<file path="src/rtl/gnn_job_ctrl_pkg.sv">
// Shared types, field widths and packed-bus index helpers for the GNN job sequencer.
package gnn_job_ctrl_pkg;

    typedef enum logic [1:0] {
        IDLE   = 2'd0,
        LAUNCH = 2'd1,
        WAIT   = 2'd2,
        RESULT = 2'd3
    } ctrl_state_t;

    localparam int NUM_NODES = 4;
    localparam int X_W       = 5;
    localparam int W_W       = 5;
    localparam int OUT_W     = 21;

    localparam int NUM_X     = NUM_NODES * 4;
    localparam int NUM_WGT   = 24;
    localparam int NUM_OUT   = NUM_NODES * 2;

    localparam int X_BUS_W   = NUM_X * X_W;
    localparam int W_BUS_W   = NUM_WGT * W_W;
    localparam int OUT_BUS_W = NUM_OUT * OUT_W;
    localparam int DONE_W    = NUM_OUT;

    function automatic int x_idx(input int n, input int i);
        return X_W * (4 * n + i);
    endfunction

    function automatic int w_idx(input int k);
        return W_W * k;
    endfunction

    function automatic int out_idx(input int n, input int j);
        return OUT_W * (2 * n + j);
    endfunction

    function automatic int done_idx(input int n, input int j);
        return 2 * n + j;
    endfunction

endpackage

</file>
<file path="src/rtl/gnn_job_ctrl_if.sv">
// Job, datapath and result signal bundle; master is the host/datapath side, slave is the controller.
interface gnn_job_ctrl_if;
    import gnn_job_ctrl_pkg::*;

    logic                 job_valid;
    logic                 job_ready;
    logic [X_BUS_W-1:0]   job_x;
    logic [W_BUS_W-1:0]   job_w;
    logic [3:0]           job_tag;

    logic [X_BUS_W-1:0]   dp_x;
    logic [W_BUS_W-1:0]   dp_w;
    logic                 dp_in_ready;
    logic [OUT_BUS_W-1:0] dp_out;
    logic [DONE_W-1:0]    dp_done;

    logic                 res_valid;
    logic                 res_ready;
    logic [OUT_BUS_W-1:0] res_data;
    logic [3:0]           res_tag;
    logic                 res_err;
    logic [DONE_W-1:0]    res_miss;

    logic                 busy;
    logic [15:0]          job_count;
    logic [7:0]           err_count;

    modport master (
        output job_valid, job_x, job_w, job_tag, dp_out, dp_done, res_ready,
        input  job_ready, dp_x, dp_w, dp_in_ready, res_valid, res_data, res_tag,
               res_err, res_miss, busy, job_count, err_count
    );

    modport slave (
        input  job_valid, job_x, job_w, job_tag, dp_out, dp_done, res_ready,
        output job_ready, dp_x, dp_w, dp_in_ready, res_valid, res_data, res_tag,
               res_err, res_miss, busy, job_count, err_count
    );

endinterface

</file>
<file path="src/rtl/gnn_watchdog.sv">
// Clearable up-counter bounding the WAIT phase; flags the first cycle after clear and the last allowed cycle.
module gnn_watchdog #(
    parameter int TIMEOUT_CYCLES = 16,
    parameter int TCNT_W         = $clog2(TIMEOUT_CYCLES + 1)
) (
    input  logic              clk,
    input  logic              rst_n,
    input  logic              clr,
    input  logic              inc,
    output logic [TCNT_W-1:0] cnt,
    output logic              first,
    output logic              expire
);

    always_ff @(posedge clk or negedge rst_n) begin
        if (!rst_n) begin
            cnt <= '0;
        end else if (clr) begin
            cnt <= '0;
        end else if (inc && cnt != TCNT_W'(TIMEOUT_CYCLES)) begin
            cnt <= cnt + TCNT_W'(1);
        end
    end

    assign first  = (cnt == '0);
    assign expire = (cnt == TCNT_W'(TIMEOUT_CYCLES - 1));

endmodule

</file>
<file path="src/rtl/gnn_job_ctrl.sv">
// Job sequencer: accepts one job, strobes the datapath, waits for all done flags under a watchdog,
// then holds the result until the consumer takes it.
module gnn_job_ctrl
    import gnn_job_ctrl_pkg::*;
#(
    parameter int TIMEOUT_CYCLES = 16,
    parameter int TCNT_W         = $clog2(TIMEOUT_CYCLES + 1)
) (
    input logic          clk,
    input logic          rst_n,
    gnn_job_ctrl_if.slave bus
);

    ctrl_state_t       state_q;
    ctrl_state_t       state_d;

    logic              take_job;
    logic              done_hit;
    logic              abort_hit;
    logic              res_hs;
    logic              wd_clr;
    logic              wd_inc;
    logic              wd_first;
    logic              wd_expire;
    logic [TCNT_W-1:0] wd_cnt;
    logic [3:0]        tag_q;

    gnn_watchdog #(
        .TIMEOUT_CYCLES (TIMEOUT_CYCLES),
        .TCNT_W         (TCNT_W)
    ) u_watchdog (
        .clk    (clk),
        .rst_n  (rst_n),
        .clr    (wd_clr),
        .inc    (wd_inc),
        .cnt    (wd_cnt),
        .first  (wd_first),
        .expire (wd_expire)
    );

    always_ff @(posedge clk or negedge rst_n) begin
        if (!rst_n) begin
            state_q <= IDLE;
        end else begin
            state_q <= state_d;
        end
    end

    always_comb begin
        state_d   = state_q;
        take_job  = 1'b0;
        done_hit  = 1'b0;
        abort_hit = 1'b0;
        res_hs    = 1'b0;
        wd_clr    = 1'b0;
        wd_inc    = 1'b0;
        case (state_q)
            IDLE: begin
                if (bus.job_valid) begin
                    take_job = 1'b1;
                    state_d  = LAUNCH;
                end
            end
            LAUNCH: begin
                wd_clr  = 1'b1;
                state_d = WAIT;
            end
            WAIT: begin
                wd_inc = 1'b1;
                // The first WAIT cycle may still see the previous job's flags.
                if (!wd_first && (&bus.dp_done)) begin
                    done_hit = 1'b1;
                    state_d  = RESULT;
                end else if (wd_expire) begin
                    abort_hit = 1'b1;
                    state_d   = RESULT;
                end
            end
            RESULT: begin
                if (bus.res_ready) begin
                    res_hs  = 1'b1;
                    state_d = IDLE;
                end
            end
            default: state_d = IDLE;
        endcase
    end

    assign bus.job_ready   = (state_q == IDLE);
    assign bus.busy        = (state_q != IDLE);
    assign bus.dp_in_ready = (state_q == LAUNCH);

    always_ff @(posedge clk or negedge rst_n) begin
        if (!rst_n) begin
            bus.dp_x      <= '0;
            bus.dp_w      <= '0;
            tag_q         <= '0;
            bus.res_valid <= 1'b0;
            bus.res_data  <= '0;
            bus.res_tag   <= '0;
            bus.res_err   <= 1'b0;
            bus.res_miss  <= '0;
            bus.job_count <= '0;
            bus.err_count <= '0;
        end else begin
            if (take_job) begin
                bus.dp_x <= bus.job_x;
                bus.dp_w <= bus.job_w;
                tag_q    <= bus.job_tag;
            end
            if (done_hit) begin
                bus.res_valid <= 1'b1;
                bus.res_data  <= bus.dp_out;
                bus.res_tag   <= tag_q;
                bus.res_err   <= 1'b0;
                bus.res_miss  <= '0;
            end else if (abort_hit) begin
                bus.res_valid <= 1'b1;
                bus.res_data  <= '0;
                bus.res_tag   <= tag_q;
                bus.res_err   <= 1'b1;
                bus.res_miss  <= ~bus.dp_done;
            end
            if (res_hs) begin
                bus.res_valid <= 1'b0;
                if (!bus.res_err) begin
                    bus.job_count <= bus.job_count + 16'd1;
                end else if (bus.err_count != 8'hFF) begin
                    bus.err_count <= bus.err_count + 8'd1;
                end
            end
        end
    end

endmodule

</file>
<file path="src/flat_wrapper.sv">
// flat-port wrapper written by rule: the top's interface ports become plain ports
module gnn_job_ctrl_flat import gnn_job_ctrl_pkg::*;
#(
    parameter int TIMEOUT_CYCLES = 16,
    parameter int TCNT_W         = $clog2(TIMEOUT_CYCLES + 1)
)
  (clk, rst_n, bus_job_valid, bus_job_x, bus_job_w, bus_job_tag, bus_dp_out, bus_dp_done, bus_res_ready, bus_job_ready, bus_dp_x, bus_dp_w, bus_dp_in_ready, bus_res_valid, bus_res_data, bus_res_tag, bus_res_err, bus_res_miss, bus_busy, bus_job_count, bus_err_count);
  gnn_job_ctrl_if bus_i ();
  input logic clk;
  input logic rst_n;
  input wire logic [$bits(bus_i.job_valid)-1:0] bus_job_valid;
  input wire logic [$bits(bus_i.job_x)-1:0] bus_job_x;
  input wire logic [$bits(bus_i.job_w)-1:0] bus_job_w;
  input wire logic [$bits(bus_i.job_tag)-1:0] bus_job_tag;
  input wire logic [$bits(bus_i.dp_out)-1:0] bus_dp_out;
  input wire logic [$bits(bus_i.dp_done)-1:0] bus_dp_done;
  input wire logic [$bits(bus_i.res_ready)-1:0] bus_res_ready;
  output wire logic [$bits(bus_i.job_ready)-1:0] bus_job_ready;
  output wire logic [$bits(bus_i.dp_x)-1:0] bus_dp_x;
  output wire logic [$bits(bus_i.dp_w)-1:0] bus_dp_w;
  output wire logic [$bits(bus_i.dp_in_ready)-1:0] bus_dp_in_ready;
  output wire logic [$bits(bus_i.res_valid)-1:0] bus_res_valid;
  output wire logic [$bits(bus_i.res_data)-1:0] bus_res_data;
  output wire logic [$bits(bus_i.res_tag)-1:0] bus_res_tag;
  output wire logic [$bits(bus_i.res_err)-1:0] bus_res_err;
  output wire logic [$bits(bus_i.res_miss)-1:0] bus_res_miss;
  output wire logic [$bits(bus_i.busy)-1:0] bus_busy;
  output wire logic [$bits(bus_i.job_count)-1:0] bus_job_count;
  output wire logic [$bits(bus_i.err_count)-1:0] bus_err_count;
  assign bus_i.job_valid = bus_job_valid;
  assign bus_i.job_x = bus_job_x;
  assign bus_i.job_w = bus_job_w;
  assign bus_i.job_tag = bus_job_tag;
  assign bus_i.dp_out = bus_dp_out;
  assign bus_i.dp_done = bus_dp_done;
  assign bus_i.res_ready = bus_res_ready;
  assign bus_job_ready = bus_i.job_ready;
  assign bus_dp_x = bus_i.dp_x;
  assign bus_dp_w = bus_i.dp_w;
  assign bus_dp_in_ready = bus_i.dp_in_ready;
  assign bus_res_valid = bus_i.res_valid;
  assign bus_res_data = bus_i.res_data;
  assign bus_res_tag = bus_i.res_tag;
  assign bus_res_err = bus_i.res_err;
  assign bus_res_miss = bus_i.res_miss;
  assign bus_busy = bus_i.busy;
  assign bus_job_count = bus_i.job_count;
  assign bus_err_count = bus_i.err_count;
  gnn_job_ctrl #(.TIMEOUT_CYCLES(TIMEOUT_CYCLES), .TCNT_W(TCNT_W)) u_core (.clk(clk), .rst_n(rst_n), .bus(bus_i));
endmodule
</file>
<file path="config.mk">
export PLATFORM = sky130hd
export DESIGN_NAME = gnn_job_ctrl_flat
export DESIGN_NICKNAME = d
export VERILOG_FILES = /design/src/rtl/gnn_job_ctrl_pkg.sv /design/src/rtl/gnn_job_ctrl_if.sv /design/src/rtl/gnn_watchdog.sv /design/src/rtl/gnn_job_ctrl.sv /design/src/flat_wrapper.sv
export SDC_FILE = /design/constraint.sdc
export NUM_CORES = 1
export LEC_CHECK = 0
export CORE_AREA = 4 4 303 305
export CTS_BUF_LIST = sky130_fd_sc_hd__clkbuf_8
export DETAILED_ROUTE_END_ITERATION = 10
export DIE_AREA = 0 0 307 309
export HOLD_SLACK_MARGIN = 0.08
export SLEW_MARGIN = 20
export SYNTH_ARGS = -nofsm -noshare
export SYNTH_HDL_FRONTEND = slang
export SYNTH_SLANG_ARGS = --single-unit
</file>
<file path="constraint.sdc">
create_clock -name clk -period 3.09 [get_ports clk]
set_input_delay 0.618 -clock clk [delete_from_list [all_inputs] [get_ports clk]]
set_output_delay 0.618 -clock clk [all_outputs]
set_load 0.005 [all_outputs]
</file>
==> impl_metrics.csv <==
group,metric,value,unit
critical_path,max_stage_delay,0.53,ns
floorplanning,coreArea,89300,µm²
route,vias,11939,
logic_synthesis,synthCells,974,
global_route,grt_pass1_wl,88000,µm
logic_synthesis,synth_top_area_cell,"dfrtp_1",
critical_path,required,2.47,ns
critical_path,path_max_fanout,4,
route,routed_via_density,3.92,
pwr,power.density,754,nW/µm²
sta,tightest_slew,0.599,ns
logic_synthesis,yosys-top-cells-area,"dfrtp_1 (67%), mux2_2 (15%), a22o_1 (9.5%), buf_6 (1.7%), xnor2_1 (0.96%)",
clocking,path_clk_slew,0.07,ns
clocking,cts_tree,"done",
finish,nets,2215,
route,routed_wl,61900,µm
floorplanning,start_util,17.4,%
pwr,ir_drop,0.463,mV
clocking,cts_made_buffers,76,
critical_path,path_buf_inv,3,
route,routedWlPerCell,20.3,µm
sta,skew,0.0221,ns
sta,fin_crit_sh,86.7,%
sta,timing.slew.headroom,60.0,%
pwr,combPwrFrac,34.2,%
logic_synthesis,ys_warn_count,0,
finish,drive_above_1_share,19.1,%
global_route,grt_max_degree,85,
min_path,hold_path_end,"u_core.bus.job_count[15]$_DFFE_PN0P_",
sta,finalSetupViolations,0,
finish,final_common_cell,"clkdlybuf4s50_1",
floorplanning,io_pins,793,
logic_synthesis,syn_area,15600,µm²
clocking,cts_root_buf,"clkbuf_8",
route,first_pass_iters,4,
pwr,power_frac_seq,40.5,%
floorplanning,die-area,94900,µm²
pwr,swShare,28.1,%
finish,syn2layout_area_growth,69.9,%
sta,finalHoldViolCount,0,
logic_synthesis,ys_seq_elements,417,
sta,slew_violations,0,
logic_synthesis,synth_top_area_share,67.1,%
placement,finalWeightedCongestion,0.818,
logic_synthesis,synth.avg_cell_area,16.0,µm²
sta,fin_crit,2.68,ns
sta,setup_ws,0.412,ns
critical_path,path_cells,"inv_1 > ha_1 > inv_1 > clkdlybuf4s50_1",
global_route,grt_pass1_vias,13357,
sta,rsz0062_at_grt,"false",
route,ant_nets,0,
sta,max_freq,0.373,GHz
pwr,p_clk_share,25.3,%
min_path,hold_path.class,"reg -> reg",
placement,place_ws,0.421,ns
critical_path,crit_type,"reg -> out",
route,first_iter_violations,622,
logic_synthesis,yosysSeqAreaShare,67.1,%
outcome,status,"completed",
critical_path,r2r_start,"u_core.u_watchdog.cnt[1]$_DFFE_PN0P_",
logic_synthesis,ys_types,35,
clocking,cts_buffer_depth,3,
min_path,min_from,"u_core.bus.job_count[15]$_DFFE_PN0P_",
clocking,cts-resized-gates,0,
critical_path,reg2reg_to,"u_core.bus.res_data[75]$_DFFE_PN0P_",
min_path,worstHoldPathCells,1,
critical_path,worstSetupStartpointType,"register",
critical_path,rrSetupSlack,0.77,ns
global_route,antenna_found_initial,5,
pwr,internal_power,14.3,mW
critical_path,cp-end-kind,"output port",
route,drc_errors,0,
clocking,cts_sinks,417,
floorplanning,num_rows,110,
finish,layout_common_cells,"clkdlybuf4s50_1 (791), dfrtp_1 (417), mux2_2 (211), a22o_1 (168), clkbuf_8 (89)",
pwr,power.leakage,11.2,nW
run,max_cap_violations,0,
critical_path,crit_slowest_cell,"clkdlybuf4s50_1",
critical_path,crit_arrival,2.06,ns
clocking,htree_levels,3,
placement,portBuffers,792,
critical_path,crit_top_cell,"inv_1",
logic_synthesis,syn-num-nets,1368,
placement,dpl.hpwl,47700,µm
sta,fin_setup_tns,0,ns
clocking,insertion_delay,0.67,ns
global_route,grt_usage,12.4,%
critical_path,cp_top_family,"buffers and inverters",
pwr,p_switching,5.60,mW
critical_path,rr_worst_depth,7,
global_route,grt_overflow,0,
floorplanning,die_y,309,µm
floorplanning,die_x,307,µm
power groups by stage:
stage / logic [mW] / clock network (mW) / registers, mW
global route: 7.29 / 5.53 / 8.25
detailed placement: 6.93 / 0 / 8.14
global placement: 6.84 / 0 / 8.07
floorplan: 2.21 / 0 / 8.03
finish: 6.82 / 5.04 / 8.08
CTS: 6.98 / 5.31 / 8.08
worst max-delay path by stage:
stage	cells past startpoint	end	slack, ns	startpoint
final	4	bus_busy	0.41	u_core.state_q[0]$_DFFE_PN0P_
after global routing	4	bus_busy	0.25	u_core.state_q[0]$_DFFE_PN0P_
after CTS	4	bus_busy	0.26	u_core.state_q[0]$_DFFE_PN0P_
after detailed placement	6	u_core.bus.res_data[75]$_DFFE_PN0P_	0.42	bus_dp_done[6]
after global placement	7	u_core.bus.res_data[48]$_DFFE_PN0P_	0.46	bus_dp_done[6]
after floorplan	7	u_core.bus.res_tag[0]$_DFFE_PN0P_	1.27	u_core.u_watchdog.cnt[0]$_DFFE_PN0P_
sequential cells by signal, summed over array words and instances (netlist names):
name	count
u_core.bus.err_count	8
u_core.state_q	2
u_core.bus.res_miss	8
u_core.bus.res_err	1
u_core.u_watchdog.cnt	5
u_core.bus.job_count	16
u_core.bus.dp_x	80
u_core.bus.dp_w	120
u_core.bus.res_valid	1
u_core.tag_q	4
u_core.bus.res_tag	4
u_core.bus.res_data	168
Yosys cell counts:
| library cell | instances |
|---|---|
| dfrtp_1 | 417 |
| mux2_2 | 211 |
| a22o_1 | 168 |
| buf_2 | 29 |
| buf_6 | 23 |
| xnor2_1 | 17 |
| nand2_1 | 11 |
| ha_1 | 10 |
| nand4_1 | 10 |
| nor2_1 | 10 |
| inv_1 | 9 |
| nand3_1 | 8 |
| o2bb2ai_1 | 8 |
| xor2_1 | 8 |
| and3_1 | 5 |
| buf_1 | 4 |
| buf_4 | 3 |
| clkbuf_1 | 3 |
| a21oi_1 | 2 |
| nand4b_1 | 2 |
| nor4_1 | 2 |
| a21boi_0 | 1 |
| a311oi_1 | 1 |
| a31oi_2 | 1 |
| and2_1 | 1 |
| and4_1 | 1 |
| nand2b_1 | 1 |
| nand4bb_1 | 1 |
| nor3_2 | 1 |
| nor4b_2 | 1 |
| o21ai_1 | 1 |
| o21ba_2 | 1 |
| o22ai_1 | 1 |
| o32a_1 | 1 |
| or2_2 | 1 |
worst reg2reg max path, cell delays in order (launching register included):
cell	delay, ns
dfrtp_1	0.42
ha_1	0.20
and3_1	0.19
ha_1	0.25
o21ai_4	0.48
buf_12	0.25
buf_12	0.24
a22o_1	0.21
area by class of cell:
class | instances | area [µm²]
Fill cell | 8961 | 62900
Sequential cell | 417 | 10400
Timing Repair Buffer | 831 | 8400
Multi-Input combinational cell | 486 | 4660
Tap cell | 1176 | 1470
Clock buffer | 89 | 1220
Clock inverter | 39 | 200
Inverter | 9 | 33.8
Antenna cell | 2 | 5.00
routing by layer:
layer  vias up  share of wire (%)  GRT usage [%]  routed length [µm]
li1       5272                  -              -                   -
met1      5983                 38           13.9               23600
met2       570                 48           20.6               29800
met3       108                 10           5.55                6490
met4         6                3.3           5.44                2030
met5         -              0.074              0                  46
per-stage QoR:
stage	util (%)	hold WS [ns]	area (µm²)	power, mW	instances
detailed placement	28.0	0.462	25000	15.1	2918
CTS	29.6	0.413	26400	20.4	3047
floorplan	-	0.322	15600	10.2	974
global placement	28.0	0.474	25000	14.9	2918
finish	29.6	0.481	26400	19.9	3049
global route	29.6	0.458	26400	21.1	3049
cells by family (layout without fill, tap and decap cells):
kind of cell | Yosys count | in the layout | share of synthesized area, %
and+or+nand+nor | 55 | 55 | 1.97
muxes | 211 | 211 | 15.3
AOI/OAI and AO/OA | 185 | 185 | 10.4
other | 0 | 2 | 0
adders and majority gates | 10 | 10 | 0.804
DFF | 417 | 417 | 67.1
xor gates and xnor gates | 25 | 25 | 1.41
buffers and inverters | 71 | 968 | 3.13
what timing repair did:
item | 4_1_cts | 5_1_grt
endpoints found under the hold margin | 47 | 0
setup buffers | 0 | 0
hold buffers | 1 | 0
Power figures use the tool's default switching activity.
